--- config.mk ---
export PLATFORM = sky130hd
export DESIGN_NAME = pcileech_cfg_access_arbiter
export DESIGN_NICKNAME = d
export VERILOG_FILES = /design/src/rtl/pcileech_cfg_access_arbiter.sv
export SDC_FILE = /design/constraint.sdc
export NUM_CORES = 1
export LEC_CHECK = 0
export CAP_MARGIN = 25
export CELL_PAD_IN_SITES_DETAIL_PLACEMENT = 0
export CELL_PAD_IN_SITES_GLOBAL_PLACEMENT = 1
export CORE_MARGIN = 3
export CORE_UTILIZATION = 27
export DETAILED_ROUTE_END_ITERATION = 16
export PLACE_DENSITY = 0.91
export SLEW_MARGIN = 20
export SYNTH_ARGS = -nofsm -noshare
export SYNTH_HDL_FRONTEND = slang
export SYNTH_SLANG_ARGS = --single-unit
--- constraint.sdc ---
create_clock -name clk_pcie -period 2.62 [get_ports clk_pcie]
set_clock_uncertainty 0.15 [all_clocks]
set_input_delay 0.524 -clock clk_pcie [delete_from_list [all_inputs] [get_ports clk_pcie]]
set_output_delay 0.524 -clock clk_pcie [all_outputs]
set_load 0.01 [all_outputs]
--- src/rtl/pcileech_cfg_access_arbiter.sv ---
`default_nettype none
// ============================================================================
// Module   : pcileech_cfg_access_arbiter
// Purpose  : Arbitrates the shared multi-function config-space memory port
//            between decoded host CfgRd/CfgWr requests and FPGA-side (USB /
//            shadow) accesses. One access in flight at a time. Host accesses
//            return a completion record; USB accesses return a one-cycle
//            response pulse. Host requests to unimplemented functions are
//            answered with UR and never touch memory.
// Options  : CFG_ARB_STATS_EN - when defined, grant and UR statistics
//            counters are built; otherwise the stat outputs are tied to 0.
// Revision : 1.0 - initial release
// ============================================================================
module pcileech_cfg_access_arbiter #(
  parameter int unsigned MEM_RD_LATENCY = 2,  // 1..7
  parameter int unsigned STARVE_LIMIT   = 4   // 1..15
) (
  input  logic        clk_pcie,
  input  logic        rst_n,
  // host request
  input  logic        pcie_req_valid,
  output logic        pcie_req_ready,
  input  logic        pcie_req_wr,
  input  logic [2:0]  pcie_req_func,
  input  logic [9:0]  pcie_req_addr,
  input  logic [3:0]  pcie_req_be,
  input  logic [31:0] pcie_req_data,
  input  logic [7:0]  pcie_req_tag,
  input  logic [15:0] pcie_req_reqid,
  // USB request
  input  logic        usb_req_valid,
  output logic        usb_req_ready,
  input  logic        usb_req_wr,
  input  logic [2:0]  usb_req_func,
  input  logic [9:0]  usb_req_addr,
  input  logic [3:0]  usb_req_be,
  input  logic [31:0] usb_req_data,
  input  logic [7:0]  func_mask,
  // memory port
  output logic        mem_en,
  output logic        mem_wr,
  output logic [2:0]  mem_func,
  output logic [9:0]  mem_addr,
  output logic [3:0]  mem_be,
  output logic [31:0] mem_wdata,
  input  logic [31:0] mem_rdata,
  // host completion
  output logic        cpl_valid,
  input  logic        cpl_ready,
  output logic [2:0]  cpl_status,
  output logic        cpl_tlpwr,
  output logic [7:0]  cpl_tag,
  output logic [15:0] cpl_reqid,
  output logic [31:0] cpl_data,
  // USB response
  output logic        usb_rsp_valid,
  output logic [31:0] usb_rsp_data,
  // status
  output logic        busy,
  output logic [15:0] stat_pcie_cnt,
  output logic [15:0] stat_usb_cnt,
  output logic [15:0] stat_ur_cnt
);

  localparam logic [2:0] c_ST_IDLE  = 3'd0;
  localparam logic [2:0] c_ST_ISSUE = 3'd1;
  localparam logic [2:0] c_ST_WAIT  = 3'd2;
  localparam logic [2:0] c_ST_CPL   = 3'd3;
  localparam logic [2:0] c_ST_URSP  = 3'd4;

  localparam logic [2:0] c_WAIT_LAST  = 3'(MEM_RD_LATENCY - 1);
  localparam logic [3:0] c_STARVE_MAX = 4'(STARVE_LIMIT);

  logic [2:0]  state_q, state_d;
  logic [3:0]  starve_q, starve_d;
  logic        run_q;
  logic        usb_q, wr_q, ur_q;
  logic [2:0]  func_q;
  logic [9:0]  addr_q;
  logic [3:0]  be_q;
  logic [31:0] wdata_q;
  logic [7:0]  tag_q;
  logic [15:0] reqid_q;
  logic [31:0] rdata_q;
  logic [2:0]  wait_cnt_q;

  logic w_idle, w_grant_usb, w_grant_pcie, w_hs_pcie, w_hs_usb, w_wait_done;

  // USB wins only when the host is silent or has starved it long enough.
  assign w_idle       = (state_q == c_ST_IDLE);
  assign w_grant_usb  = usb_req_valid & (~pcie_req_valid | (starve_q == c_STARVE_MAX));
  assign w_grant_pcie = pcie_req_valid & ~w_grant_usb;
  assign w_hs_pcie    = pcie_req_valid & pcie_req_ready;
  assign w_hs_usb     = usb_req_valid & usb_req_ready;
  assign w_wait_done  = (wait_cnt_q == c_WAIT_LAST);

  // State register, starvation counter and post-reset run flag.
  always_ff @(posedge clk_pcie or negedge rst_n) begin
    if (!rst_n) begin
      state_q  <= c_ST_IDLE;
      starve_q <= 4'd0;
      run_q    <= 1'b0;
    end else begin
      state_q  <= state_d;
      starve_q <= starve_d;
      run_q    <= 1'b1;
    end
  end

  // Next-state logic for the access sequencer.
  always_comb begin
    state_d = state_q;
    case (state_q)
      c_ST_IDLE:  if (w_hs_pcie | w_hs_usb) state_d = c_ST_ISSUE;
      c_ST_ISSUE: begin
        if (ur_q)       state_d = c_ST_CPL;
        else if (!wr_q) state_d = c_ST_WAIT;
        else if (usb_q) state_d = c_ST_URSP;
        else            state_d = c_ST_CPL;
      end
      c_ST_WAIT:  if (w_wait_done) state_d = usb_q ? c_ST_URSP : c_ST_CPL;
      c_ST_CPL:   if (cpl_ready) state_d = c_ST_IDLE;
      c_ST_URSP:  state_d = c_ST_IDLE;
      default:    state_d = c_ST_IDLE;
    endcase
  end

  // Starvation tracking: counts host grants taken while USB was waiting.
  always_comb begin
    starve_d = starve_q;
    if (w_idle) begin
      if (w_hs_usb)                        starve_d = 4'd0;
      else if (w_hs_pcie && usb_req_valid) starve_d = starve_q + 4'd1;
      else if (!usb_req_valid)             starve_d = 4'd0;
    end
  end

  // Outputs decoded from the current state; fields are zero when not valid.
  always_comb begin
    pcie_req_ready = w_idle & run_q & w_grant_pcie;
    usb_req_ready  = w_idle & run_q & w_grant_usb;
    busy           = ~w_idle;
    mem_en         = 1'b0;
    mem_wr         = 1'b0;
    mem_func       = 3'd0;
    mem_addr       = 10'd0;
    mem_be         = 4'd0;
    mem_wdata      = 32'd0;
    cpl_valid      = 1'b0;
    cpl_status     = 3'd0;
    cpl_tlpwr      = 1'b0;
    cpl_tag        = 8'd0;
    cpl_reqid      = 16'd0;
    cpl_data       = 32'd0;
    usb_rsp_valid  = 1'b0;
    usb_rsp_data   = 32'd0;
    case (state_q)
      c_ST_ISSUE: begin
        if (!ur_q) begin
          mem_en    = 1'b1;
          mem_wr    = wr_q;
          mem_func  = func_q;
          mem_addr  = addr_q;
          mem_be    = be_q;
          mem_wdata = wdata_q;
        end
      end
      c_ST_CPL: begin
        cpl_valid  = 1'b1;
        cpl_status = {2'b00, ur_q};
        cpl_tlpwr  = wr_q;
        cpl_tag    = tag_q;
        cpl_reqid  = reqid_q;
        cpl_data   = rdata_q;
      end
      c_ST_URSP: begin
        usb_rsp_valid = 1'b1;
        usb_rsp_data  = rdata_q;
      end
      default: ;
    endcase
  end

  // Capture the granted request and the read data; rdata stays 0 for writes/UR.
  always_ff @(posedge clk_pcie or negedge rst_n) begin
    if (!rst_n) begin
      usb_q      <= 1'b0;
      wr_q       <= 1'b0;
      ur_q       <= 1'b0;
      func_q     <= 3'd0;
      addr_q     <= 10'd0;
      be_q       <= 4'd0;
      wdata_q    <= 32'd0;
      tag_q      <= 8'd0;
      reqid_q    <= 16'd0;
      rdata_q    <= 32'd0;
      wait_cnt_q <= 3'd0;
    end else if (w_hs_pcie || w_hs_usb) begin
      usb_q      <= w_hs_usb;
      wr_q       <= w_hs_usb ? usb_req_wr   : pcie_req_wr;
      func_q     <= w_hs_usb ? usb_req_func : pcie_req_func;
      addr_q     <= w_hs_usb ? usb_req_addr : pcie_req_addr;
      be_q       <= w_hs_usb ? usb_req_be   : pcie_req_be;
      wdata_q    <= w_hs_usb ? usb_req_data : pcie_req_data;
      tag_q      <= w_hs_usb ? 8'd0         : pcie_req_tag;
      reqid_q    <= w_hs_usb ? 16'd0        : pcie_req_reqid;
      ur_q       <= w_hs_pcie & ~func_mask[pcie_req_func];
      rdata_q    <= 32'd0;
      wait_cnt_q <= 3'd0;
    end else if (state_q == c_ST_WAIT) begin
      if (w_wait_done) rdata_q <= mem_rdata;
      else             wait_cnt_q <= wait_cnt_q + 3'd1;
    end
  end

`ifdef CFG_ARB_STATS_EN
  logic [15:0] stat_pcie_q, stat_usb_q, stat_ur_q;

  // Saturating grant / UR statistics.
  always_ff @(posedge clk_pcie or negedge rst_n) begin
    if (!rst_n) begin
      stat_pcie_q <= 16'd0;
      stat_usb_q  <= 16'd0;
      stat_ur_q   <= 16'd0;
    end else begin
      if (w_hs_pcie && stat_pcie_q != 16'hFFFF) stat_pcie_q <= stat_pcie_q + 16'd1;
      if (w_hs_usb  && stat_usb_q  != 16'hFFFF) stat_usb_q  <= stat_usb_q + 16'd1;
      if ((state_q == c_ST_CPL) && cpl_ready && ur_q && stat_ur_q != 16'hFFFF)
        stat_ur_q <= stat_ur_q + 16'd1;
    end
  end

  assign stat_pcie_cnt = stat_pcie_q;
  assign stat_usb_cnt  = stat_usb_q;
  assign stat_ur_cnt   = stat_ur_q;
`else
  assign stat_pcie_cnt = 16'd0;
  assign stat_usb_cnt  = 16'd0;
  assign stat_ur_cnt   = 16'd0;
`endif

endmodule
`default_nettype wire

==> results of run 1 <==
## registers in the layout (all words and copies together) (netlist names), 3 cells and up
register	cells
reqid_q	16
tag_q	8
wait_cnt_q	3
wdata_q	32
be_q	4
rdata_q	32
func_q	3
addr_q	10
state_q	3
starve_q	4
## cell usage in the layout (no fill, tap or decap), types with 22 or more instances in the layout
master	instances
nand2_1	209
buf_6	33
and3_1	37
clkdlybuf4s50_1	167
clkbuf_2	26
and2_1	81
clkdlybuf4s15_1	31
buf_4	22
dfrtp_1	117
and2_4	27
conb_1	51
a31oi_1	49
nor2_1	52
a21oi_1	59
dlygate4sd2_1	46
## power groups by stage
stage | Combinational (uW) | Clock (uW) | Sequential [uW]
after global routing | 4390 | 2410 | 3280
after detailed placement | 3560 | 0 | 3180
after floorplan | 2100 | 0 | 2980
final | 3970 | 2260 | 3180
after global placement | 3480 | 0 | 3150
after CTS | 3880 | 2310 | 3160
## Yosys cell counts, types with 2 or more instances
cell and count:
dfrtp_1 119, and2_1 109, xnor2_1 2, and3_1 37, nand2_1 210, mux2i_1 3, conb_1 2, or3_1 2
nor3b_1 2, a21oi_1 60, ha_1 4, mux4_2 2, a31oi_1 49, nor2b_1 2, buf_2 23, a221o_1 3
buf_4 50, nand2b_1 4, o2bb2ai_1 3, inv_1 9, clkbuf_1 35, nor3_1 3, o21ai_0 5, nor2_1 54
## metrics by stage
stage,cell area [sq um],instances,hold WS [ns],TNS [ns]
after floorplan,6770,854,0.0784,0
after global placement,9930,1398,0.345,-0.0457
after detailed placement,9930,1398,0.360,-0.0731
after CTS,10500,1447,0.0804,-0.631
after global routing,10700,1449,0.0964,-0.323
final,10700,1449,0.0171,0
## cell type report
class / count / area, sq um / share of cell area
Clock inverter: 8 / 73.8 / 0.00691
Clock buffer: 22 / 484 / 0.0453
Tap cell: 319 / 399 / 0.0374
Timing Repair Buffer: 354 / 3450 / 0.323
Multi-Input combinational cell: 617 / 3250 / 0.305
Sequential cell: 119 / 2980 / 0.279
Inverter: 10 / 37.5 / 0.00351
## layer usage
layer  GRT usage  up-vias  wire length (um)
li1            -     3162                 -
met1       0.210     3130              9730
met2       0.305      295             12100
met3      0.0548       23              2020
met4      0.0481        0               378
met5           0        -                 0
## path summary, 6_finish.rpt
path | startpoint | to | cells past startpoint
max | state_q[2]$_DFFE_PN0P_ | mem_wdata[11] | 7
min | rst_n | rdata_q[19]$_DFFE_PN0P_ | 2
max reg2reg | starve_q[0]$_DFFE_PN0P_ | wdata_q[7]$_DFFE_PN0P_ | 9
min reg2reg | reqid_q[10]$_DFFE_PN0P_ | reqid_q[10]$_DFFE_PN0P_ | 2
max in group asynchronous | rst_n | reqid_q[7]$_DFFE_PN0P_ | 2
min in group clk_pcie | reqid_q[10]$_DFFE_PN0P_ | reqid_q[10]$_DFFE_PN0P_ | 2
## worst reg2reg max path, cell delays in order, from the launching register on
cell and delay [ns]:
dfrtp_1 0.36, inv_1 0.08, ha_1 0.21, and3b_1 0.23
o211ai_4 0.25, buf_4 0.15, buf_4 0.17, buf_12 0.32
nor2_1 0.15, a31oi_1 0.21
## kinds of logic (layout without fill, tap and decap cells)
logic type,Yosys count,in the layout,share of synthesized area
other,2,51,0.00114
multiplexers,5,5,0.0114
flip-flops,119,119,0.452
adder cells (fa/ha/maj),4,4,0.00760
AND/OR/NAND/NOR,430,430,0.313
XOR/XNOR,2,2,0.00266
AO/OA/AOI/OAI,125,125,0.111
buffers and inverters,118,394,0.100
## timing repair
item	4_1_cts	5_1_grt
resized for setup	310	122
setup endpoints to repair	145	97
setup buffers	14	3
pin swaps	4	15
cloned	5	2
==> results.md, run 1 <==
* Outcome: complete, no violations
* Pins Over Slew Limit at 0
* Hold violation count in the final report at 0
* CP arrival at 1.90 ns
* Post-synth ARST share at 1.00
* R2R setup slack at 0.23 ns
* CTS buffer count at 17
* Router iterations before antenna repair at 4
* Setup Slack @ Placement at -0.0731 ns
* CTS H-tree lvls at 4
* Routed Wire Length at 24200 um
* Synth Warn # at 0
* CP max stage cell: dfrtp_2
* I/O pin cnt at 365
* Yosys top cell area share at 0.452
* Fillers at 2391
* Switching share of total power at 0.360
* DRC at 0
* Final period utilization at 0.982
* Pwr Total at 9410 uW
* Pwr/cell area at 881 nW/um^2
* Routed wire per std cell at 16.7 um
* Layout area overhead at 62.3%
* Clock power frac at 0.240
* Sequential share of power at 0.338
* Crit path kind: flop to output pin
* Clk pin slew, worst setup/hold paths at 0.06 ns
* Initial antenna violation count at 0
* Critical path fanouts, max at 6
* Hold Buf Count CTS at 0
* Post-synthesis register bit count at 119
* GP Congestion at 0.784
* Distinct cell type count after synthesis at 37
* CP max stage delay at 0.43 ns
* Maxcap violations at 0
* Int Pwr at 6030 uW
* DR iter-0 viols at 341
* Logic gate share of total power at 0.422
* Worst path buffer plus inverter count at 5
* Clk sinks at 119
* Post-synthesis instance total at 805
* Post-synthesis sequential area ratio at 0.452
* Post-synth EDFFs at 0
* Final setup fails at 0
* Layout cells sized above 1 at 0.161
* Die Ht at 162 um
* Cell taking the most area after synthesis: dfrtp_1
* Worst endpoint required time at 1.95 ns
* Leak at 0.00519 uW
* P_sw at 3380 uW
* Actual slew at the worst max-slew pin at 0.839 ns
* Row count at 56
* Initial core utilization at 0.278
* Ys flop type: dfrtp_1
* Final core occ at 0.451
* Crit-path cells: buf_6 > nor4_4 > buf_6 > buf_8 > clkbuf_16 > and2_1 > buf_2
* Max VDD drop at 0.343 mV
* Final worst slack at 0.0462 ns
* Crit end category: output pin
* Input/output buffers at 314
* Fmax at 389 MHz
* RSZ-0062 raised after global routing: true
* First-pass GRT wire length at 36100 um
* # diodes at 0
* Die area at 26300 sq um
* CTS root buf: clkbuf_16
* Final Critical Period at 2.57 ns
* Mean number of vias per cell at 4.56
* Worst-skew pair later-pin latency at 0.41 ns
* Relative slew slack at 0.439
* Worst Hold Class: input pin to async pin
* Longest Clk Path Bufs at 2
* Vias at 6610
* Antenna viol nets, final at 0
* Post-DP HPWL at 15900 um
* Post-synth design cell area at 6580 sq um
* All-Layer GR Usage at 0.175
* Number of global-route vias before repair at 6426
* Total grt overflow at 0
* Largest net degree at the start of global routing at 120
* CTS tree: done
* Most frequent cell on the critical path: buf_6
* Largest delay share family, worst path: buffers and inverters
* Syn avg cell area at 8.18 sq um
* Synth top area cells: dfrtp_1 (45%), nand2_1 (12%), and2_1 (10%), buf_4 (5.7%), a31oi_1 (4.7%)
* Setup crit start kind: flop
* Fin nets at 1292
* Placeable core region at 23700 sq um
* Die extent in x at 162 um
Note: power is estimated with default switching activity, not from simulation.
==> run 2: changes to the inputs <==
--- a/config.mk
+++ b/config.mk
@@ -9,10 +9,11 @@
 export CELL_PAD_IN_SITES_DETAIL_PLACEMENT = 0
 export CELL_PAD_IN_SITES_GLOBAL_PLACEMENT = 1
 export CORE_MARGIN = 3
-export CORE_UTILIZATION = 27
+export CORE_UTILIZATION = 28
+export CTS_BUF_LIST = sky130_fd_sc_hd__clkbuf_4
 export DETAILED_ROUTE_END_ITERATION = 16
-export PLACE_DENSITY = 0.91
-export SLEW_MARGIN = 20
+export PLACE_DENSITY = 0.94
+export SLEW_MARGIN = 40
 export SYNTH_ARGS = -nofsm -noshare
 export SYNTH_HDL_FRONTEND = slang
 export SYNTH_SLANG_ARGS = --single-unit
==> run 2 against run 1 <==
The flow now finishes with violations (setup timing). Worst setup slack worse by 0.22 ns. Highest routed layer unchanged. Via count grew 5.9%. Largest cell class unchanged. Wire length is 14% higher.
==> results.md, run 2 (same netlist as run 1, synthesis figures left out) <==
* I/O pin cnt at 365 (unchanged)
* Outcome: finished with violations
* Layout area overhead at 79.6%
* Die area at 25400 sq um (-3.4%)
* Initial antenna violation count at 1 (+1)
* Met1 Wirelength at 10400 um (+7.0%)
* DP Cell Count at 1395 (-0.21%)
* Crit path kind: flop to output pin
* Vias at 6997 (+5.9%)
* Worst Hold Class: input pin to async pin
* Final period utilization at 1.07 (+0.0845)
* CTS buffer count at 17 (unchanged)
* GP Congestion at 0.787 (+0.37%)
* Number of global-route vias before repair at 7021 (+9.3%)
* Hold violation count in the final report at 0 (unchanged)
* Fillers at 2101 (-12%)
* Pins Over Slew Limit at 0 (unchanged)
* CTS tree: done
* Setup crit start kind: flop
* CP arrival at 2.12 ns (+0.22 ns)
* Top Layer Used: met4
* Routed wl met2 at 14600 um (+21%)
* Area occupied by multi-input gates at 3550 sq um (+9.2%)
* Fin nets at 1344 (+4.0%)
* Critical path fanouts, max at 6 (unchanged)
* Leak at 0.00551 uW (+6.3%)
* Final Critical Period at 2.80 ns (+0.222 ns)
* Largest net degree at the start of global routing at 98 (-18%)
* Input/output buffers at 314 (unchanged)
* Longest Clk Path Bufs at 2 (unchanged)
* First-pass GRT wire length at 40400 um (+12%)
* Biggest registers after layout: rdata_q: 32 flops, wdata_q: 32 flops, reqid_q: 16 flops
* Actual slew at the worst max-slew pin at 0.581 ns (-0.258 ns)
* Antenna viol nets, final at 0 (unchanged)
* Post-DP HPWL at 15900 um (+0.60%)
* Highest-count cells in the layout ignoring fill and taps: nand2_1 (209), clkdlybuf4s50_1 (167), buf_6 (149)
* DR iter-0 viols at 416 (+22%)
* Reg area at 2980 sq um (unchanged)
* Router iterations before antenna repair at 5 (+1)
* Worst hold slack at 0.252 ns (+0.235 ns)
* Final setup fails at 85 (+85)
* Crit end category: output pin
* Final worst slack at -0.175 ns (-0.222 ns)
* Die extent in x at 159 um (-1.7%)
* WL met3 at 1970 um (-2.6%)
* Pwr/cell area at 900 nW/um^2 (+2.2%)
* Routed Wire Length at 27600 um (+14%)
* Final core occ at 0.517 (+0.0662)
* Routed wire per std cell at 18.4 um (+11%)
* CTS H-tree lvls at 4 (unchanged)
* Total grt overflow at 0 (unchanged)
* Failing checks: setup timing
* Row count at 55 (-1.8%)
* Worst endpoint required time at 1.95 ns (about the same)
* Fmax at 358 MHz (-7.9%)
* CTS root buf: clkbuf_4
* RSZ-0062 raised after global routing: true
* Layout cells sized above 1 at 0.346 (+0.185)
* Commonest non-fill, non-tap cell in the layout: nand2_1
* Maxcap violations at 0 (unchanged)
* DRC at 0 (unchanged)
* Clk pin slew, worst setup/hold paths at 0.13 ns (+0.07 ns)
* Layout Cells excl Fill at 1498 (+3.4%)
* Relative slew slack at 0.602 (+0.163)
* Max VDD drop at 0.356 mV (+3.6%)
* Placeable core region at 22800 sq um (-3.5%)
* Worst-skew pair later-pin latency at 0.55 ns (+0.14 ns)
* Initial core utilization at 0.288 (+0.0102)
* All-Layer GR Usage at 0.204 (+0.0285)
* Mean number of vias per cell at 4.67 (+2.4%)
* Die Ht at 159 um (-1.7%)
* Clk sinks at 119 (unchanged)
run 2: cell count changes in the layout (fill, tap and decap cells not counted), sizes merged, moves of 2 or more:
cell and change:
buf +152, dlygate4sd2 -45, clkdlybuf4s15 -31, clkbuf -27
bufinv +4, clkinv +2
run 2: worst max-delay path: stages, from the launching register on:
cell     delay (ns)
dfrtp_2        0.46
buf_6          0.13
nor4_4         0.25
buf_6          0.16
buf_6          0.12
buf_12         0.13
buf_12         0.10
and2_4         0.13
buf_6          0.09
run 2: per-layer routing:
metal	GRT usage	vias up
met5	0	-
met2	0.369	317
li1	-	3267
met4	0.0712	0
met1	0.225	3378
met3	0.0650	35
run 2: final timing paths:
| path | startpoint | endpoint | slack [ns] | cells after the start |
|---|---|---|---|---|
| hold reg to reg | reqid_q[9]$_DFFE_PN0P_ | reqid_q[9]$_DFFE_PN0P_ | 0.38 | 2 |
| setup / recovery | state_q[2]$_DFFE_PN0P_ | mem_addr[7] | -0.18 | 8 |
| max in group asynchronous | rst_n | wdata_q[8]$_DFFE_PN0P_ | 1.45 | 3 |
| hold / removal | rst_n | rdata_q[20]$_DFFE_PN0P_ | 0.25 | 2 |
| setup reg to reg | state_q[2]$_DFFE_PN0P_ | wdata_q[31]$_DFFE_PN0P_ | 0.12 | 10 |
| min in group clk_pcie | pcie_req_tag[7] | tag_q[7]$_DFFE_PN0P_ | 0.35 | 3 |
run 2: layout make-up:
class                      count  area share
timing repair buffer         406       0.382
clock buffer                  18      0.0114
antenna                        1    0.000212
clock inverter                14      0.0175
inverter                      10     0.00318
sequential                   119       0.252
tap                          313      0.0331
multi-input combinational    617       0.301
run 2: where the power goes:
group / internal [uW] / total (uW) / leakage [uW] / switching, uW
logic: 3240 / 5760 / 0.00383 / 2520
clock network: 855 / 1640 / 0.000179 / 785
registers: 2640 / 3230 / 0.00151 / 593
run 2: what timing repair did:
action	4_1_cts	5_1_grt
setup buffers	46	18
resized for setup	659	256
cloned	14	4
pin swaps	25	44
endpoints found under the hold margin	77	0
hold buffers	1	0
setup endpoints to repair	146	145
run 2: through the flow:
step / setup TNS (ns) / setup slack (ns) / instance area (sq um) / power, uW
6_report: -7.31 / -0.175 / 11800 / 10600
2_1_floorplan: 0 / 0.470 / 6770 / 5070
4_1_cts: -20.54 / -0.280 / 11100 / 10100
3_3_place_gp: -0.0345 / -0.0345 / 9960 / 6680
5_1_grt: -24.91 / -0.313 / 11800 / 11300
3_5_place_dp: -0.0391 / -0.0391 / 9960 / 6790
==> run 3: changes to the inputs <==
--- a/config.mk
+++ b/config.mk
@@ -11,6 +11,7 @@
 export CORE_MARGIN = 3
 export CORE_UTILIZATION = 28
 export CTS_BUF_LIST = sky130_fd_sc_hd__clkbuf_4
+export CTS_CLUSTER_SIZE = 28
 export DETAILED_ROUTE_END_ITERATION = 16
 export PLACE_DENSITY = 0.94
 export SLEW_MARGIN = 40
==> results of run 3 <==
The final DEF is identical to that of run 2; final timing and power are the same.
